$ cat src/rtl/ifu_axi_fetch.sv
`default_nettype none
// ============================================================================
// Module      : ifu_axi_fetch
// Description : Instruction fetch unit. Owns the PC and fetches one 32-bit
//               instruction at a time over an AXI4-Lite read channel (AR/R).
//               Each instruction is presented to decode through an
//               inst_valid/inst_ready handshake. A redirect from execute
//               replaces the next-fetch PC and squashes any fetch that is in
//               flight or currently presented.
// Ports       : clk, rst (async, active-high)
//               redirect_valid/redirect_pc   - next-PC override from execute
//               inst_valid/inst_ready        - handshake toward decode
//               inst/inst_pc/inst_fault      - presented instruction
//               arvalid/arready/araddr       - AXI read address channel
//               rvalid/rready/rdata/rresp    - AXI read data channel
// Revision    : 1.0 - initial release
// ============================================================================
module ifu_axi_fetch #(
    parameter int              XLEN     = 64,
    parameter int              DATA_W   = 64,
    parameter logic [XLEN-1:0] RESET_PC = XLEN'(64'h8000_0000)
) (
    input  logic              clk,
    input  logic              rst,
    input  logic              redirect_valid,
    input  logic [XLEN-1:0]   redirect_pc,
    output logic              inst_valid,
    input  logic              inst_ready,
    output logic [31:0]       inst,
    output logic [XLEN-1:0]   inst_pc,
    output logic              inst_fault,
    output logic              arvalid,
    input  logic              arready,
    output logic [XLEN-1:0]   araddr,
    input  logic              rvalid,
    output logic              rready,
    input  logic [DATA_W-1:0] rdata,
    input  logic [1:0]        rresp
);

    localparam logic [31:0] NOP_INST = 32'h0000_0013;

    typedef enum logic [1:0] {
        S_IDLE = 2'd0,
        S_AR   = 2'd1,
        S_R    = 2'd2,
        S_OUT  = 2'd3
    } state_t;

    state_t            state;
    logic [XLEN-1:0]   pc;
    // Set when the PC changed while a read was outstanding: the response that
    // eventually returns belongs to the old PC and must be thrown away.
    logic              kill;

    logic [XLEN-1:0]   redir_pc;
    logic [XLEN-1:0]   pc_plus4;
    logic [31:0]       beat_word;
    logic              unused_redirect_lsbs;

    // Instructions are word aligned; the low two bits of a redirect are dropped.
    assign redir_pc             = {redirect_pc[XLEN-1:2], 2'b00};
    assign unused_redirect_lsbs = ^redirect_pc[1:0];
    assign pc_plus4             = pc + XLEN'(4);

    // A 64-bit beat carries two instructions; pc[2] picks the one we asked for.
    generate
        if (DATA_W == 64) begin : g_word64
            assign beat_word = pc[2] ? rdata[63:32] : rdata[31:0];
        end else begin : g_word32
            assign beat_word = rdata[31:0];
        end
    endgenerate

    always_ff @(posedge clk or posedge rst) begin
        if (rst) begin
            state      <= S_IDLE;
            pc         <= RESET_PC;
            kill       <= 1'b0;
            arvalid    <= 1'b0;
            araddr     <= RESET_PC;
            rready     <= 1'b0;
            inst_valid <= 1'b0;
            inst       <= 32'h0;
            inst_pc    <= RESET_PC;
            inst_fault <= 1'b0;
        end else begin
            case (state)
                S_IDLE: begin
                    state   <= S_AR;
                    arvalid <= 1'b1;
                    if (redirect_valid) begin
                        pc     <= redir_pc;
                        araddr <= redir_pc;
                    end else begin
                        araddr <= pc;
                    end
                end

                S_AR: begin
                    // The address already offered must stay on the bus until
                    // accepted, so a redirect only retargets pc and marks the
                    // coming response as stale.
                    if (redirect_valid) begin
                        pc   <= redir_pc;
                        kill <= 1'b1;
                    end
                    if (arready) begin
                        arvalid <= 1'b0;
                        rready  <= 1'b1;
                        state   <= S_R;
                    end
                end

                S_R: begin
                    if (rvalid) begin
                        rready <= 1'b0;
                        if (kill || redirect_valid) begin
                            // Stale response: drop it and fetch from the
                            // newest PC (a same-cycle redirect wins).
                            kill    <= 1'b0;
                            arvalid <= 1'b1;
                            state   <= S_AR;
                            if (redirect_valid) begin
                                pc     <= redir_pc;
                                araddr <= redir_pc;
                            end else begin
                                araddr <= pc;
                            end
                        end else begin
                            inst_pc    <= pc;
                            inst_fault <= (rresp != 2'b00);
                            inst       <= (rresp != 2'b00) ? NOP_INST : beat_word;
                            inst_valid <= 1'b1;
                            state      <= S_OUT;
                        end
                    end else if (redirect_valid) begin
                        pc   <= redir_pc;
                        kill <= 1'b1;
                    end
                end

                S_OUT: begin
                    // A redirect voids a same-cycle handshake: pc+4 is not taken.
                    if (redirect_valid) begin
                        pc         <= redir_pc;
                        araddr     <= redir_pc;
                        arvalid    <= 1'b1;
                        inst_valid <= 1'b0;
                        state      <= S_AR;
                    end else if (inst_ready) begin
                        pc         <= pc_plus4;
                        araddr     <= pc_plus4;
                        arvalid    <= 1'b1;
                        inst_valid <= 1'b0;
                        state      <= S_AR;
                    end
                end

                default: begin
                    state <= S_IDLE;
                end
            endcase
        end
    end

endmodule
`default_nettype wire
$ cat config.mk
export PLATFORM = sky130hd
export DESIGN_NAME = ifu_axi_fetch
export DESIGN_NICKNAME = d
export VERILOG_FILES = /design/src/rtl/ifu_axi_fetch.sv
export SDC_FILE = /design/constraint.sdc
export NUM_CORES = 1
export LEC_CHECK = 0
export CAP_MARGIN = 20
export CORE_MARGIN = 3
export CORE_UTILIZATION = 30
export CTS_CLUSTER_SIZE = 14
export DETAILED_ROUTE_END_ITERATION = 10
export SETUP_SLACK_MARGIN = 0.02
export SLEW_MARGIN = 20
export SYNTH_ARGS = -nofsm -noshare
export SYNTH_HDL_FRONTEND = slang
export SYNTH_SLANG_ARGS = --single-unit
$ cat constraint.sdc
create_clock -name clk -period 17.3 [get_ports clk]
set_input_delay 3.46 -clock clk [delete_from_list [all_inputs] [get_ports clk]]
set_output_delay 3.46 -clock clk [all_outputs]
set_load 0.1 [all_outputs]
==> results.ini, run 1 <==
[status]
status=finished, final reports clean

[critical_path]
critical_path_class=in2reg
startpoint=redirect_valid
worst_r2r_path_depth=8
crit_path_max_fanout=82
crit_top_cell=sky130_fd_sc_hd__buf_4
rr_endpoint=araddr[52]
endpoint_kind=flip-flop
r2r_slack_ps=13640
critPathRequiredTime_ps=17740
path_delay_family=simple AND/OR/NAND/NOR gates
timing.rr.start=pc[2]
timing.critical_path.cells=buf_4 > buf_4 > nand2b_1 > nor4_1 > and4b_1 > nand3_1 > or3_1 > a221o_1
max_stage_delay_cell_worst_path=sky130_fd_sc_hd__and4b_1
critPathBufInv=2
path_depth=8
worstSetupEndpoint=pc[51]
endpoint_arrival_time_on_the_critical_path_ps=6330
critPathMaxStageDelay_ps=610
critical_path.startpoint_type=input port

[finish]
drive_gt1_share_pct=7.54
layout_common_cells=sky130_fd_sc_hd__nand2_1, sky130_fd_sc_hd__clkdlybuf4s50_1, sky130_fd_sc_hd__dfrtp_1
layout.nets=1738
seqCellArea_mm2=0.00579
multi_input_area_mm2=0.00576
layout.filler_cells=3932
mostFrequentLayoutCell=sky130_fd_sc_hd__nand2_1
finalInstanceArea_mm2=0.0163
synthToLayoutAreaGrowth_pct=35.8

[logic_synthesis]
ys_types=66
post_synthesis_cells=1362
netlist_area_mm2=0.0120
synth.net_count=1503
yosysWarningCount=0
synth_edf_count=0
ys_async_sr_fraction_pct=100
synth_sequential_area_ratio_pct=48.2
postSynthAreaPerCell_um2=8.82
synth_flop_cell=sky130_fd_sc_hd__dfrtp_1
flop_and_latch_count_out_of_synthesis=231

[clock_tree]
cts_max_level=1
cts_root_buffer=sky130_fd_sc_hd__clkbuf_16
cts_tree=built
post_cts.repair.setup_buffers=0
worstSkewPairLatency_ps=550
cts_hold_buffers=0
cts_made_buffers=29
ctsResizeCount=0
cts.path.max_buffers=3
clkSinkCount=231
clkSlewWorstSetupHoldPaths_ps=60

[floorplan]
fp-row-count=72
die_area_mm2=0.0425
start_util_pct=30.7
io_pins=300
die_x_extent_um=206
die_y_um=206
core_region_area_mm2=0.0391

[timing]
timing.final.max_slew_violations=0
max_freq_mhz=170
setup_viol=0
rsz0062_at_grt=no
transition_time_of_the_tightest_slew_check_pin_ps=1150
finalHoldViolCount=0
slew-limit-headroom_pct=22.8
fin_crit_ps=5890
final_min_period_over_clock_period_pct=34.0
worst_skew_ps=13.4
hold-worst-slack_ps=461
final_setup_tns_ps=0

[grt]
grt_start_max_net_pins=118
grt-ovfl-total=0
grt_antenna_before_repair=3
grtUsageTotal_pct=19.4
wire_length_of_the_first_global_routing_pass_mm=64.1
grt_pass1_vias=10900

[hold_path]
hold_path_class=reg2reg
hp-start=pc[1]

[place]
globalplace.congestion=0.827
placedInstanceArea_mm2=0.0154
dp_hpwl_mm=29.5
buffer_ports.inserted=297

[detailed_routing]
drc=0
antenna_violating_nets_post_route=0
routed_wire_length_per_instance_um=19.7
finalWirelength_mm=42.1
detailedRoute.firstPassIterationCount=5
via_count=11000
vias_per_cell=5.13
drtIter0Drc=600

[power_and_ir_drop]
design_power_w=0.00313
p_leak_nw=6.76
irDropWorstVdd_mv=0.110
power_density_mw_per_mm2=192

[job]
maxCapViolations=0

per-layer routing:
layer,routed length [um],vias up,GRT usage (%)
met1,18200,5313,26.1
met2,19100,393,30.6
met3,3280,82,4.50
li1,-,5180,-
met5,13,-,0
met4,1450,2,7.49
cells in the mapped netlist (all sizes together) (6+ instances only):
master	number	share of area, %
nor4	21	1.5
clkbuf	79	2.5
buf	27	1.1
o31ai	9	0.56
xnor2	32	2.3
nand4	34	1.9
nand2	341	11
nor3	40	1.7
mux2	38	3.6
xor2	24	1.8
nor2b	15	0.78
and3	10	0.52
inv	22	0.69
o311ai	6	0.44
o21ai	129	5.4
nor2	71	2.3
or3	22	1.2
nand3	48	2.0
a21oi	37	1.5
and4	6	0.44
dfrtp	228	48
mux2i	43	3.6
kinds of logic (layout without fill, tap and decap cells):
group	Yosys count	after routing	share of synthesized area, %
DFF	231	231	48.2
xor gates and xnor gates	56	56	4.08
muxes	81	81	7.15
buffers and inverters	128	383	4.29
AOI/OAI and AO/OA	234	234	11.5
and+or+nand+nor	627	627	24.3
other	0	2	0
adders and majority gates	5	5	0.521
area by class of cell:
type	count	share of cell area [%]
Timing Repair Buffer	310	18.8
Multi-Input combinational cell	1003	35.3
Inverter	22	0.552
Clock buffer	41	5.03
Clock inverter	10	0.805
Tap cell	518	3.97
Sequential cell	231	35.5
Antenna cell	2	0.0307
report_power, final:
group	total (W)	internal, W	leakage, nW	switching (W)
clock network	0.000616	0.000373	0.474	0.000243
logic	0.00170	0.000390	3.35	0.00131
registers	0.000815	0.000695	2.93	0.000120
total	0.00313	0.00146	6.76	0.00168
metrics by stage:
stage	std cells	util (%)	setup slack, ps
5_1_grt	2137	41.7	11190
4_1_cts	2135	41.7	11400
3_5_place_dp	2084	39.3	10810
3_3_place_gp	2084	39.3	10880
2_1_floorplan	1362	-	7510
6_report	2137	41.7	11410
sequential cells by signal, summed over array words and instances, names as in the netlist:
name and count:
kill 1, inst_fault 1, state 2, rready 1
inst 32, inst_pc 64, arvalid 1, pc 64
araddr 64, inst_valid 1
tightest hold or removal path, cell delays in order, from the launching register on:
cell and delay (ps):
sky130_fd_sc_hd__dfrtp_1 340, sky130_fd_sc_hd__nand2_1 50, sky130_fd_sc_hd__nand2_1 50
worst min path at each step:
stage	cells after the start	endpoint
2_1_floorplan	2	inst_pc[0]
3_3_place_gp	2	inst_pc[0]
3_5_place_dp	2	inst_pc[1]
4_1_cts	2	inst_pc[1]
5_1_grt	2	inst[9]
6_report	2	inst_pc[1]
(Power assumes the default switching activity.)
==> inputs of run 2 (changes only) <==
- clock period: 17.3 -> 5.7 ns (I/O delays scaled with it)
==> results.ini, run 2 (synthesis results as in run 1) <==
[power_and_ir_drop]
p_leak_nw=6.77  ; was 6.76 nW
power_density_mw_per_mm2=582  ; was 192 mW/mm2
irDropWorstVdd_mv=0.349  ; was 0.110 mV

[timing]
rsz0062_at_grt=no  ; unchanged
worst_skew_ps=15.8  ; was 13.4 ps
final_setup_tns_ps=0  ; unchanged
setup_viol=0  ; unchanged
timing.final.max_slew_violations=0  ; unchanged
fin_crit_ps=3660
slew-limit-headroom_pct=22.4  ; was 22.8%
transition_time_of_the_tightest_slew_check_pin_ps=1160  ; was 1150 ps
max_freq_mhz=273
hold-worst-slack_ps=468  ; was 461 ps
finalHoldViolCount=0  ; unchanged
final_critical_path_setup_slack_ps=2040  ; was 11410 ps
final_min_period_over_clock_period_pct=64.3

[detailed_routing]
antenna_violating_nets_post_route=0  ; unchanged
via_count=11000  ; about the same
vias_per_cell=5.14  ; was 5.13
drc=0  ; unchanged
detailedRoute.firstPassIterationCount=5  ; unchanged
finalWirelength_mm=41.8  ; was 42.1 mm
drtIter0Drc=640  ; was 600
routed_wire_length_per_instance_um=19.5  ; was 19.7 um

[finish]
insertedDiodeCount=0  ; was 2
layoutNonFillerInstCount=2141  ; was 2137
final_util_pct=41.8  ; was 41.7%
layout.filler_cells=3891  ; was 3932
layout_common_cells=sky130_fd_sc_hd__nand2_1, sky130_fd_sc_hd__clkdlybuf4s50_1, sky130_fd_sc_hd__dfrtp_1  ; unchanged
mostFrequentLayoutCell=sky130_fd_sc_hd__nand2_1  ; unchanged
drive_gt1_share_pct=8.13  ; was 7.54%
layout.nets=1742  ; was 1738
biggestRegsByFlops=araddr x64, inst_pc x64, pc x64  ; unchanged
synthToLayoutAreaGrowth_pct=36.3  ; was 35.8%

[grt]
grt-ovfl-total=0  ; unchanged
grt_pass1_vias=11000  ; was 10900
grtUsageTotal_pct=19.5  ; was 19.4%
wire_length_of_the_first_global_routing_pass_mm=64.5  ; was 64.1 mm
grt_antenna_before_repair=1  ; was 3
grt_start_max_net_pins=119  ; was 118

[clock_tree]
cts_max_level=1  ; unchanged
cts_hold_buffers=0  ; unchanged
worstSkewPairLatency_ps=570  ; was 550 ps
ctsResizeCount=0  ; unchanged
post_cts.repair.setup_buffers=0  ; unchanged
cts.path.max_buffers=3  ; unchanged
cts_tree=built  ; unchanged
cts_root_buffer=sky130_fd_sc_hd__clkbuf_16  ; unchanged
clkSlewWorstSetupHoldPaths_ps=70  ; was 60 ps
clkSinkCount=231  ; unchanged
cts_made_buffers=28  ; was 29

[hold_path]
hold_path_class=reg2reg  ; unchanged

[floorplan]
start_util_pct=30.7  ; unchanged
io_pins=300  ; unchanged
die_y_um=206  ; unchanged
fp-row-count=72  ; unchanged
die_x_extent_um=206  ; unchanged
die_area_mm2=0.0425  ; unchanged
core_region_area_mm2=0.0391  ; unchanged

[critical_path]
critPathRequiredTime_ps=6180  ; was 17740 ps
r2r_slack_ps=2040  ; was 13640 ps
critPathMaxStageDelay_ps=760  ; was 610 ps
crit_path_max_fanout=37  ; was 82
critical_path.startpoint_type=flip-flop  ; was input port
endpoint_arrival_time_on_the_critical_path_ps=4150  ; was 6330 ps
timing.critical_path.cells=buf_4 > ha_1 > nand3_1 > or4_4 > or4_1 > nor2_1 > mux2_1 > o21ai_1  ; was buf_4 > buf_4 > nand2b_1 > nor4_1 > and4b_1 > nand3_1 > or3_1 > a221o_1
critical_path_class=reg2reg  ; was in2reg
critPathBufInv=1  ; was 2
max_stage_delay_cell_worst_path=sky130_fd_sc_hd__or4_1  ; was sky130_fd_sc_hd__and4b_1
path_delay_family=simple AND/OR/NAND/NOR gates  ; unchanged
endpoint_kind=flip-flop  ; unchanged

[status]
status=finished, final reports clean  ; unchanged

[place]
dp_hpwl_mm=29.4  ; was 29.5 mm
buffer_ports.inserted=297  ; unchanged
dp_worst_setup_slack_ps=1760  ; was 10810 ps
place.detailed.instances=2089  ; was 2084
globalplace.congestion=0.841  ; was 0.827

[job]
maxCapViolations=0  ; unchanged

[run 2: stage by stage]
step	area, um2	total power, W
2_1_floorplan	12000	0.00630
3_3_place_gp	15400	0.00767
3_5_place_dp	15400	0.00770
4_1_cts	16400	0.00961
5_1_grt	16400	0.00997
6_report	16400	0.00953
[run 2: worst register-to-register path: stages, from the launching register on]
cell and delay (ps):
sky130_fd_sc_hd__dfrtp_2 360, sky130_fd_sc_hd__buf_4 480, sky130_fd_sc_hd__ha_1 350, sky130_fd_sc_hd__nand3_1 300, sky130_fd_sc_hd__or4_4 660, sky130_fd_sc_hd__or4_1 770, sky130_fd_sc_hd__nor2_1 210, sky130_fd_sc_hd__mux2_1 340
sky130_fd_sc_hd__o21ai_1 130
[run 2: layout make-up]
cell class | instances | area, um2 | area share (%)
clock buffer | 35 | 778 | 4.76
multi-input combinational | 1003 | 5750 | 35.1
tap | 518 | 648 | 3.96
inverter | 22 | 86.3 | 0.528
timing repair buffer | 315 | 3130 | 19.1
sequential | 231 | 5790 | 35.4
clock inverter | 17 | 181 | 1.11
[run 2: report_power, final]
part           internal [W]  total (W)  leakage [nW]  switching [W]
combinational       0.00119    0.00518          3.38        0.00399
clock               0.00111    0.00187         0.466       0.000764
sequential          0.00211    0.00248          2.93       0.000366
total               0.00441    0.00953          6.77        0.00512
[run 2: final timing paths]
path | endpoint | depth (start not counted) | start
setup / recovery | araddr[52] | 8 | pc[2]
hold reg to reg | inst_pc[1] | 2 | pc[1]
setup reg to reg | araddr[52] | 8 | pc[2]
hold / removal | inst_pc[1] | 2 | pc[1]
max in group asynchronous | inst_pc[48] | 3 | rst
min in group asynchronous | araddr[10] | 3 | rst
[run 2: per-layer routing]
metal | part of all wire, % | wire (um) | vias up | track usage [%]
li1 | - | - | 5178 | -
met1 | 43 | 18000 | 5354 | 25.9
met2 | 45 | 18600 | 393 | 30.0
met3 | 8.6 | 3590 | 73 | 6.00
met4 | 3.7 | 1550 | 2 | 6.93
met5 | 0.034 | 14 | - | 0
==> inputs of run 3 (changes only) <==
- clock period: 5.7 -> 3 ns (I/O delays scaled with it)
==> results.ini, run 3 (synthesis results as in run 1) <==
[grt]
wire_length_of_the_first_global_routing_pass_mm=64.7  ; was 64.5 mm
grt_pass1_vias=11000  ; about the same
grt-ovfl-total=0  ; unchanged
top_usage_layer=met2  ; unchanged
grt_util_met1_pct=26.5  ; was 25.9%
grtUsageTotal_pct=19.4  ; was 19.5%
grt_start_max_net_pins=102  ; was 119
gr-usage-met3_pct=4.52  ; was 6.00%
grt_antenna_before_repair=3  ; was 1
global_route.usage.met2_pct=31.2  ; was 30.0%

[power_and_ir_drop]
power_density_mw_per_mm2=1110  ; was 582 mW/mm2
irDropWorstVdd_mv=0.488  ; was 0.349 mV
p_leak_nw=7.28  ; was 6.77 nW
clock_power_share_pct=20.7  ; was 19.6%
net-switching-power_w=0.00966  ; was 0.00512 W
internal_power_w=0.00848  ; was 0.00441 W
combinationalPowerShare_pct=53.6  ; was 54.4%
design_power_w=0.0181  ; was 0.00953 W
sw_frac_of_total_pct=53.2  ; was 53.7%
power.share.sequential_pct=25.8  ; was 26.0%

[floorplan]
fp-row-count=72  ; unchanged
start_util_pct=30.7  ; unchanged
io_pins=300  ; unchanged
core_region_area_mm2=0.0391  ; unchanged
die_y_um=206  ; unchanged
die_area_mm2=0.0425  ; unchanged
die_x_extent_um=206  ; unchanged

[status]
status=finished, final reports clean  ; unchanged

[critical_path]
crit_path_max_fanout=9  ; was 37
endpoint_arrival_time_on_the_critical_path_ps=3250  ; was 4150 ps
critPathRequiredTime_ps=3460  ; was 6180 ps
critical_path.startpoint_type=flip-flop  ; unchanged
critical_path_class=reg2reg  ; unchanged
endpoint_kind=flip-flop  ; unchanged

[clock_tree]
cts_made_buffers=27  ; was 28
cts_max_level=1  ; unchanged
worstSkewPairLatency_ps=540  ; was 570 ps
cts_root_buffer=sky130_fd_sc_hd__clkbuf_16  ; unchanged
clkSinkCount=231  ; unchanged
clkSlewWorstSetupHoldPaths_ps=60  ; was 70 ps
cts.path.max_buffers=3  ; unchanged
cts_tree=built  ; unchanged

[timing]
final_critical_path_setup_slack_ps=208  ; was 2040 ps
fin_crit_ps=2790  ; was 3660 ps
transition_time_of_the_tightest_slew_check_pin_ps=983  ; was 1160 ps
final_setup_tns_ps=0  ; unchanged
final_min_period_over_clock_period_pct=93.1  ; was 64.3%
finalHoldViolCount=0  ; unchanged
worst_skew_ps=8.00  ; was 15.8 ps
setup_viol=0  ; unchanged
max_freq_mhz=358  ; was 273 MHz
timing.final.max_slew_violations=0  ; unchanged
slew-limit-headroom_pct=34.5  ; was 22.4%
rsz0062_at_grt=no  ; unchanged

[job]
maxCapViolations=0  ; unchanged

[detailed_routing]
via_count=11100  ; was 11000
drc=0  ; unchanged
antenna_violating_nets_post_route=0  ; unchanged
vias_per_cell=5.09  ; was 5.14
finalWirelength_mm=42.2  ; was 41.8 mm
detailedRoute.firstPassIterationCount=5  ; unchanged
routed_wire_length_per_instance_um=19.4  ; was 19.5 um
drtIter0Drc=724  ; was 640

[place]
placedInstanceArea_mm2=0.0153  ; was 0.0154 mm2
globalplace.congestion=0.863  ; was 0.841
buffer_ports.inserted=297  ; unchanged
dp_hpwl_mm=30.9  ; was 29.4 mm
dp_worst_setup_slack_ps=118  ; was 1760 ps
place.detailed.instances=2128  ; was 2089

[finish]
biggestRegsByFlops=araddr x64, inst_pc x64, pc x64  ; unchanged
layoutNonFillerInstCount=2177  ; was 2141
mostFrequentLayoutCell=sky130_fd_sc_hd__nand2_1  ; unchanged
drive_gt1_share_pct=20.0  ; was 8.13%
multi_input_area_mm2=0.00575  ; about the same
layout.nets=1780  ; was 1742
seqCellArea_mm2=0.00579  ; unchanged
finalInstanceArea_mm2=0.0164  ; about the same
layout.filler_cells=3946  ; was 3891
synthToLayoutAreaGrowth_pct=36.2  ; was 36.3%
layout_common_cells=sky130_fd_sc_hd__nand2_1, sky130_fd_sc_hd__dfrtp_1, sky130_fd_sc_hd__buf_4  ; was sky130_fd_sc_hd__nand2_1, sky130_fd_sc_hd__clkdlybuf4s50_1, sky130_fd_sc_hd__dfrtp_1

[hold_path]
hold_path_class=reg2reg  ; unchanged

[run 3: cell count changes in the layout (fill, tap and decap cells not counted), moves of 2 or more]
cell and delta:
sky130_fd_sc_hd__buf_12 +5, sky130_fd_sc_hd__buf_4 +198, sky130_fd_sc_hd__bufinv_16 +5, sky130_fd_sc_hd__clkbuf_16 -2
sky130_fd_sc_hd__clkdlybuf4s50_1 -164, sky130_fd_sc_hd__clkinvlp_4 -4, sky130_fd_sc_hd__inv_6 -2
[run 3: path summary, 6_finish.rpt]
kind	slack, ps	start	endpoint	cells after the start
setup / recovery	210	pc[15]	araddr[45]	7
hold / removal	460	inst_pc[31]	inst_pc[31]	2
setup reg to reg	210	pc[15]	araddr[45]	7
hold reg to reg	460	inst_pc[31]	inst_pc[31]	2
max in group asynchronous	1760	rst	inst_pc[20]	4
min in group asynchronous	500	rst	araddr[9]	3
[run 3: metrics by stage]
step	hold WS, ps	utilization [%]
after global placement	451	39.3
after detailed placement	452	39.3
after global routing	479	41.8
after CTS	462	41.8
after floorplan	431	-
final	457	41.8
[run 3: final cells by class]
| type | instances | share of cell area, % |
|---|---|---|
| flip-flops and latches | 231 | 35.4 |
| multi-input cells | 1003 | 35.2 |
| repair buffers | 354 | 18.8 |
| clock buffers | 32 | 4.37 |
| well taps | 518 | 3.96 |
| clock inverters | 16 | 1.76 |
| inverters | 22 | 0.528 |
| diodes | 1 | 0.0153 |
[run 3: repair_timing]
item | 4_1_cts | 5_1_grt
setup buffers | 0 | 0
setup endpoints to repair | 0 | 1
hold buffers | 0 | 0
gates resized for setup | 0 | 1
[run 3: power groups by stage]
stage               clock network, W  logic (W)  registers, W
floorplan                          0    0.00205       0.00991
global placement                   0    0.00972       0.00470
detailed placement                 0    0.00977       0.00473
CTS                          0.00384    0.00979       0.00469
global route                 0.00396     0.0102       0.00479
finish                       0.00375    0.00972       0.00468
[run 3: metal layers]
metal  wire length (um)  share of wire (%)
met1              18700                 44
met2              19500                 46
met3               3110                7.4
met4                810                1.9
met5                 17              0.040
[run 3: critical path, stage by stage (launching register included)]
cell and delay, ps:
sky130_fd_sc_hd__dfrtp_1 480, sky130_fd_sc_hd__nand4_1 300, sky130_fd_sc_hd__nor4_1 570, sky130_fd_sc_hd__buf_4 220, sky130_fd_sc_hd__nand4_1 360, sky130_fd_sc_hd__nor2_1 260
sky130_fd_sc_hd__mux2_2 370, sky130_fd_sc_hd__o21ai_0 150
